## config.mk

```make
export PLATFORM = sky130hd
export DESIGN_NAME = cycle_sequencer_flat
export DESIGN_NICKNAME = d
export VERILOG_FILES = /design/src/rtl/deca_pkg.sv /design/src/rtl/cycle_sequencer_if.sv /design/src/rtl/sat_counter.sv /design/src/rtl/cycle_sequencer.sv /design/src/flat_wrapper.sv
export SDC_FILE = /design/constraint.sdc
export NUM_CORES = 1
export LEC_CHECK = 0
export CAP_MARGIN = 20
export CORE_MARGIN = 2
export CORE_UTILIZATION = 44
export CTS_CLUSTER_SIZE = 20
export DETAILED_ROUTE_END_ITERATION = 10
export PLACE_DENSITY = 0.79
export SETUP_SLACK_MARGIN = 0.4
export SYNTH_ARGS = -nofsm -noshare
export SYNTH_HDL_FRONTEND = slang
export SYNTH_SLANG_ARGS = --single-unit
```

## constraint.sdc

```tcl
create_clock -name clk -period 3.4 [get_ports clk]
set_input_delay 0.68 -clock clk [delete_from_list [all_inputs] [get_ports clk]]
set_output_delay 0.68 -clock clk [all_outputs]
set_load 0.01 [all_outputs]
```

## src/rtl/deca_pkg.sv

```systemverilog
// Shared types and constants for the DECA control path.
// Latency: n/a (types only).
// Backpressure: n/a.
package deca_pkg;

    localparam int DATA_W_D = 16;
    localparam int OPC_W_D  = 4;
    localparam int ADDR_W_D = 12;
    localparam int CNT_W_D  = 16;

    typedef enum logic [1:0] {
        S_FETCH = 2'd0,
        S_EXEC1 = 2'd1,
        S_EXEC2 = 2'd2,
        S_HALT  = 2'd3
    } state_t;

    localparam logic [3:0] OP_LDA = 4'h0;
    localparam logic [3:0] OP_STA = 4'h1;
    localparam logic [3:0] OP_ADD = 4'h2;
    localparam logic [3:0] OP_SUB = 4'h3;
    localparam logic [3:0] OP_JMP = 4'h4;
    localparam logic [3:0] OP_JMI = 4'h5;
    localparam logic [3:0] OP_JEQ = 4'h6;
    localparam logic [3:0] OP_STP = 4'h7;
    localparam logic [3:0] OP_LDI = 4'h8;
    localparam logic [3:0] OP_LSR = 4'hA;
    localparam logic [3:0] OP_ASR = 4'hB;

    // Returns {halted, exec2, exec1, fetch} for a state.
    function automatic logic [3:0] state_strobes(input state_t s);
        case (s)
            S_FETCH: return 4'b0001;
            S_EXEC1: return 4'b0010;
            S_EXEC2: return 4'b0100;
            default: return 4'b1000;
        endcase
    endfunction

endpackage

```

## src/rtl/cycle_sequencer_if.sv

```systemverilog
// Sequencer <-> decoder/RAM bundle: cycle strobes and IR out, EXTRA/canPipeline/RAM data in.
// Latency: n/a (wires only).
// Backpressure: none; strobes are level signals.
interface cycle_sequencer_if #(
    parameter int DATA_W = deca_pkg::DATA_W_D,
    parameter int OPC_W  = deca_pkg::OPC_W_D,
    parameter int ADDR_W = deca_pkg::ADDR_W_D
);
    logic              EXTRA;
    logic              canPipeline;
    logic [DATA_W-1:0] RAM_Q;
    logic              FETCH;
    logic              EXEC1;
    logic              EXEC2;
    logic [OPC_W-1:0]  IR;
    logic [ADDR_W-1:0] N;
    logic              BeenPipelined;

    modport master (
        input  EXTRA, canPipeline, RAM_Q,
        output FETCH, EXEC1, EXEC2, IR, N, BeenPipelined
    );

    modport slave (
        output EXTRA, canPipeline, RAM_Q,
        input  FETCH, EXEC1, EXEC2, IR, N, BeenPipelined
    );
endinterface

```

## src/rtl/sat_counter.sv

```systemverilog
// Saturating up-counter; sticks at all-ones instead of wrapping.
// Latency: q reflects inc one cycle later.
// Backpressure: none.
module sat_counter #(
    parameter int W = 16
) (
    input  logic         clk,
    input  logic         reset,
    input  logic         inc,
    output logic [W-1:0] q
);
    always_ff @(posedge clk) begin
        if (reset)
            q <= '0;
        else if (inc && (q != {W{1'b1}}))
            q <= q + W'(1);
    end
endmodule

```

## src/rtl/cycle_sequencer.sv

```systemverilog
// FETCH/EXEC1/EXEC2 sequencer for the DECA CPU: owns IR/N, STP halt, run/step gating, statistics.
// Latency: IR valid the cycle after its load edge; instructions take 2 cycles, 3 with EXTRA.
// Backpressure: run=0 freezes all state; each rising edge of step releases a single advance.
module cycle_sequencer
    import deca_pkg::*;
#(
    parameter int DATA_W = DATA_W_D,
    parameter int OPC_W  = OPC_W_D,
    parameter int ADDR_W = ADDR_W_D,
    parameter int CNT_W  = CNT_W_D
) (
    input  logic             clk,
    input  logic             reset,
    input  logic             run,
    input  logic             step,
    cycle_sequencer_if.master dec,
    output logic             HALTED,
    output logic [CNT_W-1:0] CYCLES,
    output logic [CNT_W-1:0] RETIRED
);
    state_t            state, state_nxt;
    logic              step_q;
    logic              adv, live, is_stp, final_exec, load, retire_inc;
    logic              fetch_q, exec1_q, exec2_q, halted_q;
    logic [OPC_W-1:0]  ir_q;
    logic [ADDR_W-1:0] n_q;
    logic              bp_q;

    always_ff @(posedge clk) begin
        if (reset)
            step_q <= 1'b0;
        else
            step_q <= step;
    end

    assign adv    = run | (step & ~step_q);
    assign live   = adv && (state != S_HALT);
    assign is_stp = (ir_q == OPC_W'(OP_STP));

    always_comb begin
        state_nxt = state;
        case (state)
            S_FETCH: if (adv) state_nxt = S_EXEC1;
            S_EXEC1: if (adv) state_nxt = is_stp ? S_HALT : (dec.EXTRA ? S_EXEC2 : S_FETCH);
            S_EXEC2: if (adv) state_nxt = S_FETCH;
            S_HALT:  state_nxt = S_HALT;
            default: state_nxt = S_FETCH;
        endcase
    end

    // STP is excluded from the pipelined load: the machine stops there.
    assign final_exec = ((state == S_EXEC1) && !dec.EXTRA && !is_stp) || (state == S_EXEC2);
    assign load       = live && (((state == S_FETCH) && !bp_q) || (final_exec && dec.canPipeline));
    assign retire_inc = live && (((state == S_EXEC1) && (is_stp || !dec.EXTRA)) || (state == S_EXEC2));

    always_ff @(posedge clk) begin
        if (reset) begin
            state    <= S_FETCH;
            fetch_q  <= 1'b1;
            exec1_q  <= 1'b0;
            exec2_q  <= 1'b0;
            halted_q <= 1'b0;
        end else begin
            state <= state_nxt;
            {halted_q, exec2_q, exec1_q, fetch_q} <= state_strobes(state_nxt);
        end
    end

    always_ff @(posedge clk) begin
        if (reset) begin
            ir_q <= '0;
            n_q  <= '0;
            bp_q <= 1'b0;
        end else begin
            if (load) begin
                ir_q <= dec.RAM_Q[DATA_W-1 -: OPC_W];
                n_q  <= dec.RAM_Q[ADDR_W-1:0];
            end
            if (live)
                bp_q <= (state_nxt == S_HALT) ? 1'b0 : dec.canPipeline;
        end
    end

    sat_counter #(.W(CNT_W)) u_cycles (
        .clk   (clk),
        .reset (reset),
        .inc   (live),
        .q     (CYCLES)
    );

    sat_counter #(.W(CNT_W)) u_retired (
        .clk   (clk),
        .reset (reset),
        .inc   (retire_inc),
        .q     (RETIRED)
    );

    assign dec.FETCH         = fetch_q;
    assign dec.EXEC1         = exec1_q;
    assign dec.EXEC2         = exec2_q;
    assign dec.IR            = ir_q;
    assign dec.N             = n_q;
    assign dec.BeenPipelined = bp_q;
    assign HALTED            = halted_q;
endmodule

```

## src/flat_wrapper.sv

```systemverilog
// flat-port wrapper written by rule: the top's interface ports become plain ports
module cycle_sequencer_flat import deca_pkg::*;
#(
    parameter int DATA_W = DATA_W_D,
    parameter int OPC_W  = OPC_W_D,
    parameter int ADDR_W = ADDR_W_D,
    parameter int CNT_W  = CNT_W_D
)
  (clk, reset, run, step, HALTED, CYCLES, RETIRED, dec_EXTRA, dec_canPipeline, dec_RAM_Q, dec_FETCH, dec_EXEC1, dec_EXEC2, dec_IR, dec_N, dec_BeenPipelined);
  cycle_sequencer_if #(.DATA_W(DATA_W), .OPC_W(OPC_W), .ADDR_W(ADDR_W)) dec_i ();
  input  logic clk;
  input  logic reset;
  input  logic run;
  input  logic step;
  output logic HALTED;
  output logic [CNT_W-1:0] CYCLES;
  output logic [CNT_W-1:0] RETIRED;
  input wire logic [$bits(dec_i.EXTRA)-1:0] dec_EXTRA;
  input wire logic [$bits(dec_i.canPipeline)-1:0] dec_canPipeline;
  input wire logic [$bits(dec_i.RAM_Q)-1:0] dec_RAM_Q;
  output wire logic [$bits(dec_i.FETCH)-1:0] dec_FETCH;
  output wire logic [$bits(dec_i.EXEC1)-1:0] dec_EXEC1;
  output wire logic [$bits(dec_i.EXEC2)-1:0] dec_EXEC2;
  output wire logic [$bits(dec_i.IR)-1:0] dec_IR;
  output wire logic [$bits(dec_i.N)-1:0] dec_N;
  output wire logic [$bits(dec_i.BeenPipelined)-1:0] dec_BeenPipelined;
  assign dec_i.EXTRA = dec_EXTRA;
  assign dec_i.canPipeline = dec_canPipeline;
  assign dec_i.RAM_Q = dec_RAM_Q;
  assign dec_FETCH = dec_i.FETCH;
  assign dec_EXEC1 = dec_i.EXEC1;
  assign dec_EXEC2 = dec_i.EXEC2;
  assign dec_IR = dec_i.IR;
  assign dec_N = dec_i.N;
  assign dec_BeenPipelined = dec_i.BeenPipelined;
  cycle_sequencer #(.DATA_W(DATA_W), .OPC_W(OPC_W), .ADDR_W(ADDR_W), .CNT_W(CNT_W)) u_core (.clk(clk), .reset(reset), .run(run), .step(step), .dec(dec_i), .HALTED(HALTED), .CYCLES(CYCLES), .RETIRED(RETIRED));
endmodule
```

==> impl_metrics.env, run 1 <==
export IMPL_outcome="completed"
export IMPL_n_antenna_cell=0
export IMPL_worstPathMaxFanout=21
export IMPL_firstDrtPassIters=4
export IMPL_total_power_uw=1330
export IMPL_drive_above_1_share_pct=10.4
export IMPL_async_reset_ff_share_pct=0
export IMPL_final_common_cell="clkdlybuf4s50_1"
export IMPL_grt_use_met3_pct=6.42
export IMPL_cts_resized=0
export IMPL_yosysUniqueCellTypes=57
export IMPL_gr_usage_met2_pct=28.1
export IMPL_hold_viol_final=0
export IMPL_max_slew_margin_pct=44.5
export IMPL_p_per_area_nw_per_um2=357
export IMPL_power_leakage_uw=0.00129
export IMPL_stdcell_count=473
export IMPL_route_detailed_drc=0
export IMPL_clock_sinks=56
export IMPL_nets=419
export IMPL_grt_max_degree=35
export IMPL_tightest_slew_ps=832
export IMPL_route_vias_total=2613
export IMPL_fmax_mhz=403
export IMPL_insertion_delay_ps=320
export IMPL_ctsHtreeMaxLevel=2
export IMPL_use_met1_pct=23.7
export IMPL_cts_tree="yes"
export IMPL_layout_min_cycle_time_ps=2480
export IMPL_drv_slew=0
export IMPL_rsz0062_at_grt="no"
export IMPL_drtIter0Drc=160
export IMPL_cp_end_kind="flop"
export IMPL_syn2layout_area_growth_pct=29.6
export IMPL_grt_busiest_layer="met2"
export IMPL_grt_use_total_pct=17.8
export IMPL_gp_congestion=0.837
export IMPL_finalCritPeriodShare_pct=73.0
export IMPL_cts_buffer_depth=2
export IMPL_max_cap_violations=0
export IMPL_synth_flop_cell="dfxtp_1"
export IMPL_die_w_microns=84.8
export IMPL_drt_wl_total_microns=6440
export IMPL_synth_edf_count=0
export IMPL_crit_slowest_cell="clkdlybuf4s50_1"
export IMPL_cts_root_buf="clkbuf_8"
export IMPL_synth_cells=329
export IMPL_syn_nets=353
export IMPL_setup_tns_ps=0
export IMPL_finClkSkew_ps=11.2
export IMPL_syn_area_sq_um=2870
export IMPL_finish_utilization_pct=58.7
export IMPL_crit_chain="clkdlybuf4s50_1 > and2b_1 > o221ai_2 > a2111oi_0 > mux2_2"
export IMPL_setup_viol=0
export IMPL_yosysSeqAreaShare_pct=39.0
export IMPL_overflow=0
export IMPL_portBuffers=74
export IMPL_cts_clk_slew_worst_paths_ps=110
export IMPL_antenna_found_initial=0
export IMPL_wire_per_inst_microns=13.6
export IMPL_most_common_layout_cells="clkdlybuf4s50_1 (73), dfxtp_1 (56), nand2_1 (52), nor2_1 (22), nor2b_1 (18)"
export IMPL_grt_pass1_vias=2336
export IMPL_vias_per_cell=5.52
export IMPL_initial_core_util_pct=45.3
export IMPL_rows=29
export IMPL_coreArea_sq_um=6350
export IMPL_ir_drop_mv=0.233
export IMPL_crit_arrival_ps=2690
export IMPL_crit_type="in -> reg"
export IMPL_ys_seq_elements=56
export IMPL_die_h_microns=84.8
export IMPL_grt_pass1_wl_microns=10800
export IMPL_die_area_sq_um=7190
export IMPL_preCtsSetupSlack_ps=573
export IMPL_post_cts_buffers=0
export IMPL_dp_hpwl_microns=4680
export IMPL_antenna_left=0
export IMPL_min_path_type="reg -> reg"
export IMPL_slowest_delay_ps=520
export IMPL_avgSynthCellArea_sq_um=8.74
export IMPL_cts_hold_buffers_added=0
export IMPL_setup_slack_ps=920
export IMPL_num_io_pins=75
export IMPL_crit_path_start_kind="input pin"
export IMPL_crit_required_ps=3610
export IMPL_cts_made_buffers=5
export IMPL_place_inst=465
export IMPL_ys_warn_count=0
==> synth_stat cells (7+ instances only) <==
cell	number	share of area, %
a211oi_1	9	2.4
a21oi_1	15	2.6
clkbuf_1	7	0.91
dfxtp_1	56	39
inv_1	8	1.0
mux2_2	16	6.3
mux2i_1	17	5.9
nand2_1	52	6.8
nand4_1	9	2.0
nor2_1	22	2.9
nor2b_1	18	3.9
nor3_1	7	1.2
nor4_1	9	2.0
o31ai_1	7	1.8
or4_1	7	1.8
==> registers in the layout, indices dropped and copies added, names as in the netlist <==
name / flops
u_core.HALTED: 1
u_core.dec.BeenPipelined: 1
u_core.dec.EXEC1: 1
u_core.dec.EXEC2: 1
u_core.dec.FETCH: 1
u_core.dec.IR: 4
u_core.dec.N: 12
u_core.state: 2
u_core.step_q: 1
u_core.u_cycles.q: 16
u_core.u_retired.q: 16
==> final timing paths <==
check                        start                     to  slack (ps)  cells after the start
setup / recovery              step  u_core.u_retired.q[8]         920                      5
hold / removal    u_core.dec.N[10]       u_core.dec.N[10]         460                      2
setup reg to reg  u_core.dec.IR[3]  u_core.u_retired.q[8]        1270                      4
hold reg to reg   u_core.dec.N[10]       u_core.dec.N[10]         460                      2
==> cell families after synthesis <==
| family | share of synthesized area (%) |
|---|---|
| buffers and inverters | 4.61 |
| DFF | 39.0 |
| adders and majority gates | 0.871 |
| AOI/OAI and AO/OA | 13.8 |
| muxes | 12.2 |
| and+or+nand+nor | 28.7 |
| xor gates and xnor gates | 0.871 |
==> power by group <==
part	total (uW)	internal [uW]	switching, uW
Clock	390	152	237
Sequential	715	689	26.3
Combinational	226	121	106
==> stage by stage <==
step                area, sq um  hold WS, ps
finish                     3720          463
global route               3720          488
CTS                        3720          467
detailed placement         3630          447
global placement           3630          441
floorplan                  2870          479
==> metal layers <==
| layer | share of wire (%) | vias to the layer above |
|---|---|---|
| met5 | 0 | - |
| met2 | 46 | 65 |
| met4 | 0.50 | 0 |
| li1 | - | 1320 |
| met1 | 46 | 1222 |
| met3 | 7.5 | 6 |
==> worst max-delay path, delay by kind of cell <==
kind,cells,cell delay (ps)
AO/OA/AOI/OAI,2,850
buffers and inverters,1,520
multiplexers,1,380
AND/OR/NAND/NOR,1,260
==> cell type report <==
class                      count  area (sq um)
clock inverter                 3          26.3
fill                         565          2630
multi-input combinational    246          1620
sequential                    56          1120
timing repair buffer          77           758
clock buffer                   5          68.8
tap                           77          96.3
inverter                       9          33.8
Note: power is estimated with default switching activity, not from simulation.
==> run 2: changes to the inputs <==
PLACE_DENSITY = 0.82   (was 0.79)
clock period = 2.1 ns   (was 3.4 ns; I/O delays follow)
==> impl_metrics.env, run 2 (same netlist as run 1, synthesis figures left out) <==
export IMPL_holdWs_ps=465
export IMPL_max_cap_violations=0
export IMPL_stdcell_count=515
export IMPL_rsz0062_at_grt="yes"
export IMPL_drtIter0Drc=110
export IMPL_grt_pass1_vias=2796
export IMPL_crit_arrival_ps=1980
export IMPL_rows=29
export IMPL_fmax_mhz=560
export IMPL_syn2layout_area_growth_pct=56.5
export IMPL_drv_slew=0
export IMPL_coreArea_sq_um=6350
export IMPL_power_leakage_uw=0.00179
export IMPL_die_h_microns=84.8
export IMPL_dp_hpwl_microns=5090
export IMPL_cp_end_kind="flop"
export IMPL_finish_utilization_pct=70.8
export IMPL_p_clk_share_pct=29.9
export IMPL_firstDrtPassIters=4
export IMPL_ctsHtreeMaxLevel=2
export IMPL_route_vias_total=2955
export IMPL_finClkSkew_ps=4.44
export IMPL_finalCritPeriodShare_pct=85.0
export IMPL_min_path_type="reg -> reg"
export IMPL_overflow=0
export IMPL_internal_power_uw=1750
export IMPL_cts_made_buffers=5
export IMPL_grt_use_total_pct=21.4
export IMPL_final_common_cell="clkdlybuf4s50_1"
export IMPL_nets=461
export IMPL_antenna_left=0
export IMPL_drive_above_1_share_pct=34.5
export IMPL_die_w_microns=84.8
export IMPL_worstPathMaxFanout=8
export IMPL_wire_per_inst_microns=16.1
export IMPL_clock_sinks=56
export IMPL_p_per_area_nw_per_um2=525
export IMPL_layout_min_cycle_time_ps=1780
export IMPL_design_area_sq_um=4500
export IMPL_tightest_slew_ps=616
export IMPL_pwr_share_comb_pct=21.2
export IMPL_outcome="completed"
export IMPL_gp_congestion=0.864
export IMPL_n_antenna_cell=0
export IMPL_grt_pass1_wl_microns=12900
export IMPL_switching_share_pct=26.0
export IMPL_cts_buffer_depth=2
export IMPL_crit_required_ps=2300
export IMPL_setup_viol=0
export IMPL_antenna_found_initial=0
export IMPL_cts_clk_slew_worst_paths_ps=100
export IMPL_max_slew_margin_pct=58.6
export IMPL_place_area_sq_um=3890
export IMPL_crit_type="reg -> reg"
export IMPL_ir_drop_mv=0.399
export IMPL_drt_wl_total_microns=8290
export IMPL_place_inst=491
export IMPL_die_area_sq_um=7190
export IMPL_cts_tree="yes"
export IMPL_num_io_pins=75
export IMPL_total_power_uw=2360
export IMPL_cts_root_buf="clkbuf_8"
export IMPL_p_seq_share_pct=48.9
export IMPL_vias_per_cell=5.74
export IMPL_grt_max_degree=35
export IMPL_cts_hold_buffers_added=0
export IMPL_initial_core_util_pct=45.3
export IMPL_portBuffers=74
export IMPL_hold_viol_final=0
export IMPL_crit_path_start_kind="flop"
export IMPL_most_common_layout_cells="clkdlybuf4s50_1 (59), nand2_1 (49), buf_4 (37), dfxtp_2 (29), nor2_1 (22)"
export IMPL_route_detailed_drc=0
export IMPL_switchingPower_uw=614
export IMPL_insertion_delay_ps=300
## run 2: changes by cell type in the layout (fill, tap and decap cells not counted), moves of 6 or more
cell	change
dfxtp_2	+29
nor4_1	-8
dfxtp_4	+8
nor4_4	+7
mux2_4	+6
dlymetal6s2s_1	+9
buf_4	+34
mux2_2	-6
clkdlybuf4s50_1	-14
dfxtp_1	-37
## run 2: layout make-up
cell class / count / area [sq um]
Multi-Input combinational cell: 246 / 1920
Fill cell: 446 / 1850
Sequential cell: 56 / 1190
Timing Repair Buffer: 119 / 1150
Tap cell: 77 / 96.3
Clock buffer: 6 / 72.6
Clock inverter: 2 / 35.0
Inverter: 9 / 33.8
## run 2: worst paths after layout
path / from / end / slack [ps] / cells after the start
hold reg to reg: u_core.dec.N[11] / u_core.dec.N[11] / 460 / 2
setup / recovery: u_core.u_cycles.q[11] / u_core.u_cycles.q[13] / 320 / 4
hold / removal: u_core.dec.N[11] / u_core.dec.N[11] / 460 / 2
setup reg to reg: u_core.u_cycles.q[11] / u_core.u_cycles.q[13] / 320 / 4
## run 2: power groups by stage
| stage | clock network, uW | logic [uW] | registers [uW] |
|---|---|---|---|
| final | 706 | 500 | 1160 |
| after global routing | 763 | 543 | 1160 |
| after CTS | 724 | 460 | 1160 |
| after detailed placement | 0 | 430 | 1180 |
| after global placement | 0 | 422 | 1180 |
| after floorplan | 0 | 202 | 1190 |
## run 2: critical path, stage by stage, from the launching register on
cell	delay [ps]
dfxtp_2	420
nand4_1	290
nor3_1	620
nor4_2	70
mux2_2	290
## run 2: per-stage QoR
| step | setup TNS [ps] | worst slack, ps |
|---|---|---|
| 2_1_floorplan | 0 | 387 |
| 3_3_place_gp | -1210 | -124 |
| 3_5_place_dp | -1890 | -155 |
| 4_1_cts | 0 | 348 |
| 5_1_grt | 0 | 297 |
| 6_report | 0 | 316 |
## run 2: metal layers
layer | up-vias | part of all wire [%] | track usage [%]
met5 | - | 0 | 0
met2 | 116 | 50 | 36.3
met1 | 1409 | 39 | 25.9
li1 | 1405 | - | -
met3 | 25 | 7.9 | 7.68
met4 | 0 | 2.7 | 5.63
## run 2: what timing repair did
action                     CTS  global route
buffers inserted             8             7
setup endpoints to repair   75            64
resized for setup           65            49
cloned                       0             1
pin swaps                   13            13
